$ cat config.mk
export PLATFORM = sky130hd
export DESIGN_NAME = ccff_chain_loader_flat
export DESIGN_NICKNAME = d
export VERILOG_FILES = /design/src/rtl/ccff_chain_loader_pkg.sv /design/src/rtl/ccff_chain_loader_if.sv /design/src/rtl/ccff_word_serializer.sv /design/src/rtl/ccff_chain_loader.sv /design/src/flat_wrapper.sv
export SDC_FILE = /design/constraint.sdc
export NUM_CORES = 1
export LEC_CHECK = 0
export BUFFER_PORTS_ARGS = -buffer_cell sky130_fd_sc_hd__buf_4
export CAP_MARGIN = 15
export CORE_MARGIN = 1
export CORE_UTILIZATION = 52
export CTS_BUF_LIST = sky130_fd_sc_hd__clkbuf_4
export DETAILED_ROUTE_END_ITERATION = 10
export PLACE_DENSITY = 0.71
export SLEW_MARGIN = 40
export SYNTH_ARGS = -nofsm -noshare
export SYNTH_HDL_FRONTEND = slang
export SYNTH_SLANG_ARGS = --single-unit
export TNS_END_PERCENT = 20
$ cat constraint.sdc
create_clock -name prog_clk -period 7.06 [get_ports prog_clk]
set_clock_uncertainty 0.2 [all_clocks]
set_input_delay 2.118 -clock prog_clk [delete_from_list [all_inputs] [get_ports prog_clk]]
set_output_delay 2.118 -clock prog_clk [all_outputs]
set_load 0.05 [all_outputs]
$ cat src/rtl/ccff_chain_loader_pkg.sv
// Shared definitions for the configuration chain loader: FSM state
// encoding, default sizing and the helpers that derive word/timeout counts.
package ccff_loader_pkg;

  typedef enum logic [2:0] {
    IDLE,
    LOAD,
    T_FLUSH,
    T_INJECT,
    T_WATCH,
    FINISH
  } state_t;

  localparam int DEF_CHAIN_LEN = 64;
  localparam int DEF_WORD_W    = 8;
  localparam int DEF_CNT_W     = 16;

  // Number of bitstream words needed to cover the whole chain.
  function automatic int words_needed(input int chain_len, input int word_w);
    return (chain_len + word_w - 1) / word_w;
  endfunction

  // Integrity test gives up after twice the nominal chain length.
  function automatic int timeout_count(input int chain_len);
    return 2 * chain_len;
  endfunction

endpackage

$ cat src/rtl/ccff_chain_loader_if.sv
// Valid/ready word stream carrying bitstream words into the loader.
interface ccff_chain_loader_if import ccff_loader_pkg::*; #(
  parameter int WORD_W = DEF_WORD_W
);

  logic [WORD_W-1:0] word_data;
  logic              word_valid;
  logic              word_ready;

  modport master (output word_data, output word_valid, input word_ready);
  modport slave  (input word_data, input word_valid, output word_ready);

endinterface

$ cat src/rtl/ccff_word_serializer.sv
// One-word buffer that accepts bitstream words and presents them MSB first
// on the chain head, requesting the next word while the last bit shifts out.
module ccff_word_serializer import ccff_loader_pkg::*; #(
  parameter int WORD_W = DEF_WORD_W
) (
  input  logic              prog_clk,
  input  logic              pReset,
  input  logic              active,
  input  logic              more_words,
  input  logic              last_bit,
  input  logic [WORD_W-1:0] word_data,
  input  logic              word_valid,
  output logic              word_ready,
  output logic              full,
  output logic              head
);

  localparam int IDX_W = (WORD_W > 1) ? $clog2(WORD_W) : 1;

  logic [WORD_W-1:0] buffer;
  logic [IDX_W-1:0]  bit_idx;
  logic              accept;
  logic              shift;

  assign word_ready = active & more_words & (~full | (bit_idx == '0));
  assign accept     = word_valid & word_ready;
  assign shift      = active & full;
  assign head       = full ? buffer[bit_idx] : 1'b0;

  // Buffer fill/drain: a new word may land in the same cycle the previous
  // word's last bit shifts, so the stream runs without bubbles.
  always_ff @(posedge prog_clk or posedge pReset) begin
    if (pReset) begin
      buffer  <= '0;
      bit_idx <= '0;
      full    <= 1'b0;
    end else if (!active) begin
      full <= 1'b0;
    end else if (accept) begin
      buffer  <= word_data;
      bit_idx <= IDX_W'(WORD_W - 1);
      full    <= 1'b1;
    end else if (shift) begin
      if ((bit_idx == '0) || last_bit) begin
        full <= 1'b0;
      end else begin
        bit_idx <= bit_idx - 1'b1;
      end
    end
  end

endmodule

$ cat src/rtl/ccff_chain_loader.sv
// Drives the head of the configuration flip-flop chain: serialises a
// bitstream into it, or runs a marker-based chain length measurement.
module ccff_chain_loader import ccff_loader_pkg::*; #(
  parameter int CHAIN_LEN = DEF_CHAIN_LEN,
  parameter int WORD_W    = DEF_WORD_W,
  parameter int CNT_W     = DEF_CNT_W
) (
  input  logic                prog_clk,
  input  logic                pReset,
  input  logic                start,
  input  logic                test_start,
  ccff_chain_loader_if.slave  word_if,
  output logic                ccff_head,
  input  logic                ccff_tail,
  output logic                prog_clk_en,
  output logic                busy,
  output logic                done,
  output logic                test_fail,
  output logic [CNT_W-1:0]    measured_len
);

  localparam int WORDS_NEEDED = words_needed(CHAIN_LEN, WORD_W);
  localparam int TIMEOUT      = timeout_count(CHAIN_LEN);

  state_t           state;
  state_t           next_state;
  logic [CNT_W-1:0] bits_left;
  logic [CNT_W-1:0] words_acc;
  logic [CNT_W-1:0] counter;
  logic             ser_full;
  logic             ser_head;
  logic             word_accept;

  assign busy        = (state != IDLE);
  assign done        = (state == FINISH);
  assign word_accept = word_if.word_valid & word_if.word_ready;

  ccff_word_serializer #(.WORD_W(WORD_W)) u_serializer (
    .prog_clk   (prog_clk),
    .pReset     (pReset),
    .active     (state == LOAD),
    .more_words (words_acc < CNT_W'(WORDS_NEEDED)),
    .last_bit   (bits_left == CNT_W'(1)),
    .word_data  (word_if.word_data),
    .word_valid (word_if.word_valid),
    .word_ready (word_if.word_ready),
    .full       (ser_full),
    .head       (ser_head)
  );

  // State register.
  always_ff @(posedge prog_clk or posedge pReset) begin
    if (pReset) begin
      state <= IDLE;
    end else begin
      state <= next_state;
    end
  end

  // Next-state and chain drive; the marker is checked before the counter
  // advances so a marker seen at the timeout count still reports a length.
  always_comb begin
    next_state  = state;
    ccff_head   = 1'b0;
    prog_clk_en = 1'b0;
    case (state)
      IDLE: begin
        if (start) begin
          next_state = LOAD;
        end else if (test_start) begin
          next_state = T_FLUSH;
        end
      end
      LOAD: begin
        ccff_head   = ser_head;
        prog_clk_en = ser_full;
        if (ser_full && (bits_left == CNT_W'(1))) begin
          next_state = FINISH;
        end
      end
      T_FLUSH: begin
        prog_clk_en = 1'b1;
        if (counter == CNT_W'(CHAIN_LEN - 1)) begin
          next_state = T_INJECT;
        end
      end
      T_INJECT: begin
        ccff_head   = 1'b1;
        prog_clk_en = 1'b1;
        next_state  = T_WATCH;
      end
      T_WATCH: begin
        if (ccff_tail || (counter == CNT_W'(TIMEOUT))) begin
          next_state = FINISH;
        end else begin
          prog_clk_en = 1'b1;
        end
      end
      FINISH: begin
        next_state = IDLE;
      end
      default: begin
        next_state = IDLE;
      end
    endcase
  end

  // Bit/word/test counters and the test result registers.
  always_ff @(posedge prog_clk or posedge pReset) begin
    if (pReset) begin
      bits_left    <= '0;
      words_acc    <= '0;
      counter      <= '0;
      measured_len <= '0;
      test_fail    <= 1'b0;
    end else begin
      case (state)
        IDLE: begin
          if (start) begin
            bits_left <= CNT_W'(CHAIN_LEN);
            words_acc <= '0;
            test_fail <= 1'b0;
          end else if (test_start) begin
            counter   <= '0;
            test_fail <= 1'b0;
          end
        end
        LOAD: begin
          if (ser_full) begin
            bits_left <= bits_left - 1'b1;
          end
          if (word_accept) begin
            words_acc <= words_acc + 1'b1;
          end
        end
        T_FLUSH: begin
          counter <= counter + 1'b1;
        end
        T_INJECT: begin
          counter <= CNT_W'(1);
        end
        T_WATCH: begin
          if (ccff_tail) begin
            measured_len <= counter;
            test_fail    <= (counter != CNT_W'(CHAIN_LEN));
          end else if (counter == CNT_W'(TIMEOUT)) begin
            measured_len <= '0;
            test_fail    <= 1'b1;
          end else begin
            counter <= counter + 1'b1;
          end
        end
        default: begin
        end
      endcase
    end
  end

endmodule

$ cat src/flat_wrapper.sv
// flat-port wrapper written by rule: the top's interface ports become plain ports
module ccff_chain_loader_flat import ccff_loader_pkg::*;
#(
  parameter int CHAIN_LEN = DEF_CHAIN_LEN,
  parameter int WORD_W    = DEF_WORD_W,
  parameter int CNT_W     = DEF_CNT_W
)
  (prog_clk, pReset, start, test_start, ccff_head, ccff_tail, prog_clk_en, busy, done, test_fail, measured_len, word_if_word_data, word_if_word_valid, word_if_word_ready);
  ccff_chain_loader_if #(.WORD_W(WORD_W)) word_if_i ();
  input  logic prog_clk;
  input  logic pReset;
  input  logic start;
  input  logic test_start;
  output logic ccff_head;
  input  logic ccff_tail;
  output logic prog_clk_en;
  output logic busy;
  output logic done;
  output logic test_fail;
  output logic [CNT_W-1:0] measured_len;
  input wire logic [$bits(word_if_i.word_data)-1:0] word_if_word_data;
  input wire logic [$bits(word_if_i.word_valid)-1:0] word_if_word_valid;
  output wire logic [$bits(word_if_i.word_ready)-1:0] word_if_word_ready;
  assign word_if_i.word_data = word_if_word_data;
  assign word_if_i.word_valid = word_if_word_valid;
  assign word_if_word_ready = word_if_i.word_ready;
  ccff_chain_loader #(.CHAIN_LEN(CHAIN_LEN), .WORD_W(WORD_W), .CNT_W(CNT_W)) u_core (.prog_clk(prog_clk), .pReset(pReset), .start(start), .test_start(test_start), .word_if(word_if_i), .ccff_head(ccff_head), .ccff_tail(ccff_tail), .prog_clk_en(prog_clk_en), .busy(busy), .done(done), .test_fail(test_fail), .measured_len(measured_len));
endmodule
==> results.tsv <==
metric	value	unit
CP Launch Point	ccff_tail	
Worst Tran Pin Value	0.742	ns
asr flop ratio synth	1.00	
final hold violation count	0	
status	completed	
Initial Util	0.546	
CP max stage delay	0.52	ns
RSZ-0062 raised after global routing	false	
Yosys cell types	54	
Syn. warnings	0	
Commonest cells post-synth	dfrtp_1, a21oi_1, nand2_1	
layout cell share with drive strength beyond 1	0.196	
port bufs	35	
largest net degree at the start of global routing	81	
Buf/Inv on CP	2	
post-DR wirelength/cell	15.6	um
GPL Wtd Cong	0.867	
initial antenna violation count	0	
Post-DRT Antenna Nets	0	
Startpoint Class	input pin	
most common cell in the netlist	dfrtp_1	
Yosys top cell by area	dfrtp_1	
Ant. Diodes	0	
number of cells on the critical path	4	
Synth Register Bits	80	
H-tree levels	3	
# Post-CTS Setup Buffers	0	
Logic pwr share	0.428	
cts bufs inserted	9	
Max Transition Viols Final	0	
Sw Share	0.433	
Setup TNS	0	ns
CP Capture Type	output pin	
hold slack final	0.294	ns
CTS tree	yes	
worst path required time	4.74	ns
RR Startpoint	u_core.u_serializer.bit_idx[0]	
worst vdd ir	0.000199	V
startpoint of the worst hold path	u_core.measured_len[7]	
Vias	3059	
Net count, final	424	
Worst Path Arrival	3.17	ns
die height	89.7	um
Tightest Hold Check Type	register to register	
mapped cell area	0.00400	mm2
EDFF count, synth	0	
Die Footprint	0.00805	mm2
initial drt markers	192	
Final setup viols	0	
core area	0.00733	mm2
total of max-cap violations	0	
IO Count	36	
Site Rows	31	
CP Class	input pin to output pin	
clock tree sinks	80	
post-synth top area share	0.500	
Post-CTS Hold Fix Bufs	0	
cell mode on critical path	buf_4	
synthesized area per cell	10.6	um2
Leak	0.00200	uW
first-pass GRT wire length	13800	um
drt drc	0	
hold-critical path depth	1	
crit-path max FO	7	
area delta synth->final	10.3	%
crit share post-route	0.778	
Period minus WS final	5.49	ns
Rel. slew slack	0.504	
Reg clk slew, reported paths	0.12	ns
gr usage total	0.211	
Syn Nets	398	
Largest delay share family, worst path	simple AND/OR/NAND/NOR gates	
max frequency	0.182	GHz
Clk pwr share	0.148	
prevailing post-synth register cell	dfrtp_1	
hpwl dp	5450	um
Cells after Synth	377	
Root Buffer	clkbuf_4	
PD cells	364	mW/mm2
vias per cell	6.03	
Int Pwr	911	uW
worst skew pair latency	0.43	ns
register area share after synthesis	0.500	
grt total ovfl	0	
Resize count post-CTS	0	
worst path cell trace	buf_4 -> or4b_4 -> o22ai_1 -> buf_4	
Area contributors post-synth	dfrtp_1, a21oi_1, or4_1	
Worst path slowest cell	or4b_4	
Worst Reg-to-Reg Cells	6	
1st-pass router iterations	5	
final WL	7900	um
Die X-Extent	89.7	um
vias in the first global route	2910	
sequential power share	0.424	
sw power	695	uW
Longest Clk Path Bufs	2	
-- state kept, by name, summed over array words and instances, names as in the netlist --
register,count
u_core.measured_len,16
u_core.bits_left,16
u_core.u_serializer.buffer,8
u_core.u_serializer.bit_idx,3
u_core.state,3
u_core.counter,16
u_core.test_fail,1
u_core.u_serializer.full,1
u_core.words_acc,16
-- worst register-to-register path, delay by kind of cell, from the launching register on --
family	cells	cell delay (ns)
simple gates	2	0.81
compound gates	1	0.62
mux	1	0.52
flops	1	0.46
fa+ha+maj	1	0.16
buf+inv	1	0.13
-- per-stage QoR --
step           setup slack, ns  power [uW]  std cells  area [um2]  utilization
3_5_place_dp              1.56        1380        491        4300        0.587
4_1_cts                   1.56        1620        507        4420        0.602
5_1_grt                   1.53        1730        507        4420        0.602
3_3_place_gp              1.57        1350        491        4290        0.585
2_1_floorplan             1.24        1220        377        4000            -
6_report                  1.57        1610        507        4420        0.602
-- metal layers --
layer | part of all wire | vias up | wire length (um) | track usage
met4 | 0.021 | 0 | 163 | 0.0833
met2 | 0.45 | 48 | 3530 | 0.312
li1 | - | 1477 | - | -
met5 | 0 | - | 0 | 0
met1 | 0.50 | 1521 | 3950 | 0.305
met3 | 0.033 | 13 | 261 | 0.0448
-- area by class of cell --
type,instances,area (um2)
fill,610,2910
sequential,80,2000
multi-input combinational,262,1850
timing repair buffer,36,274
tap,99,124
clock buffer,11,82.6
inverter,14,53.8
clock inverter,5,33.8
-- power groups by stage --
stage / Sequential (uW) / Clock (uW) / Combinational, uW
after floorplan: 664 / 0 / 558
after detailed placement: 690 / 0 / 690
after global routing: 703 / 265 / 761
after CTS: 679 / 244 / 692
after global placement: 682 / 0 / 672
final: 681 / 238 / 687
-- logic make-up after synthesis --
logic type	share of synthesized area
simple gates	0.220
compound gates	0.147
flops	0.500
buf+inv	0.0413
mux	0.0544
xor+xnor	0.0153
fa+ha+maj	0.0219
-- final timing paths --
kind / slack, ns / endpoint
min reg2reg: 0.29 / u_core.measured_len[7]
min in group asynchronous: 1.65 / u_core.counter[11]
min: 0.29 / u_core.measured_len[7]
max reg2reg: 4.05 / u_core.u_serializer.buffer[5]
max: 1.57 / prog_clk_en
max in group asynchronous: 4.47 / u_core.words_acc[5]
-- cells in the final DEF (no fill, tap or decap), types with 4 or more instances in the layout --
cell and count:
inv_1 13, mux2_2 10, or4_1 18, mux2i_1 6, and3_1 4, or2_2 4
nor3b_1 4, nand2b_1 5, clkinvlp_4 4, nor4_1 9, a21oi_1 26, a22o_1 15
nand4_1 10, dfrtp_1 80, ha_1 7, xor2_1 4, nand2_1 20, o21ai_0 12
nand3_1 11, nor2_1 15, nor3_1 4, and4_1 5, clkbuf_4 11, o31ai_1 14
or3_1 7, buf_4 35, nor2b_1 12
No activity file was read; power rests on OpenSTA's default activity.
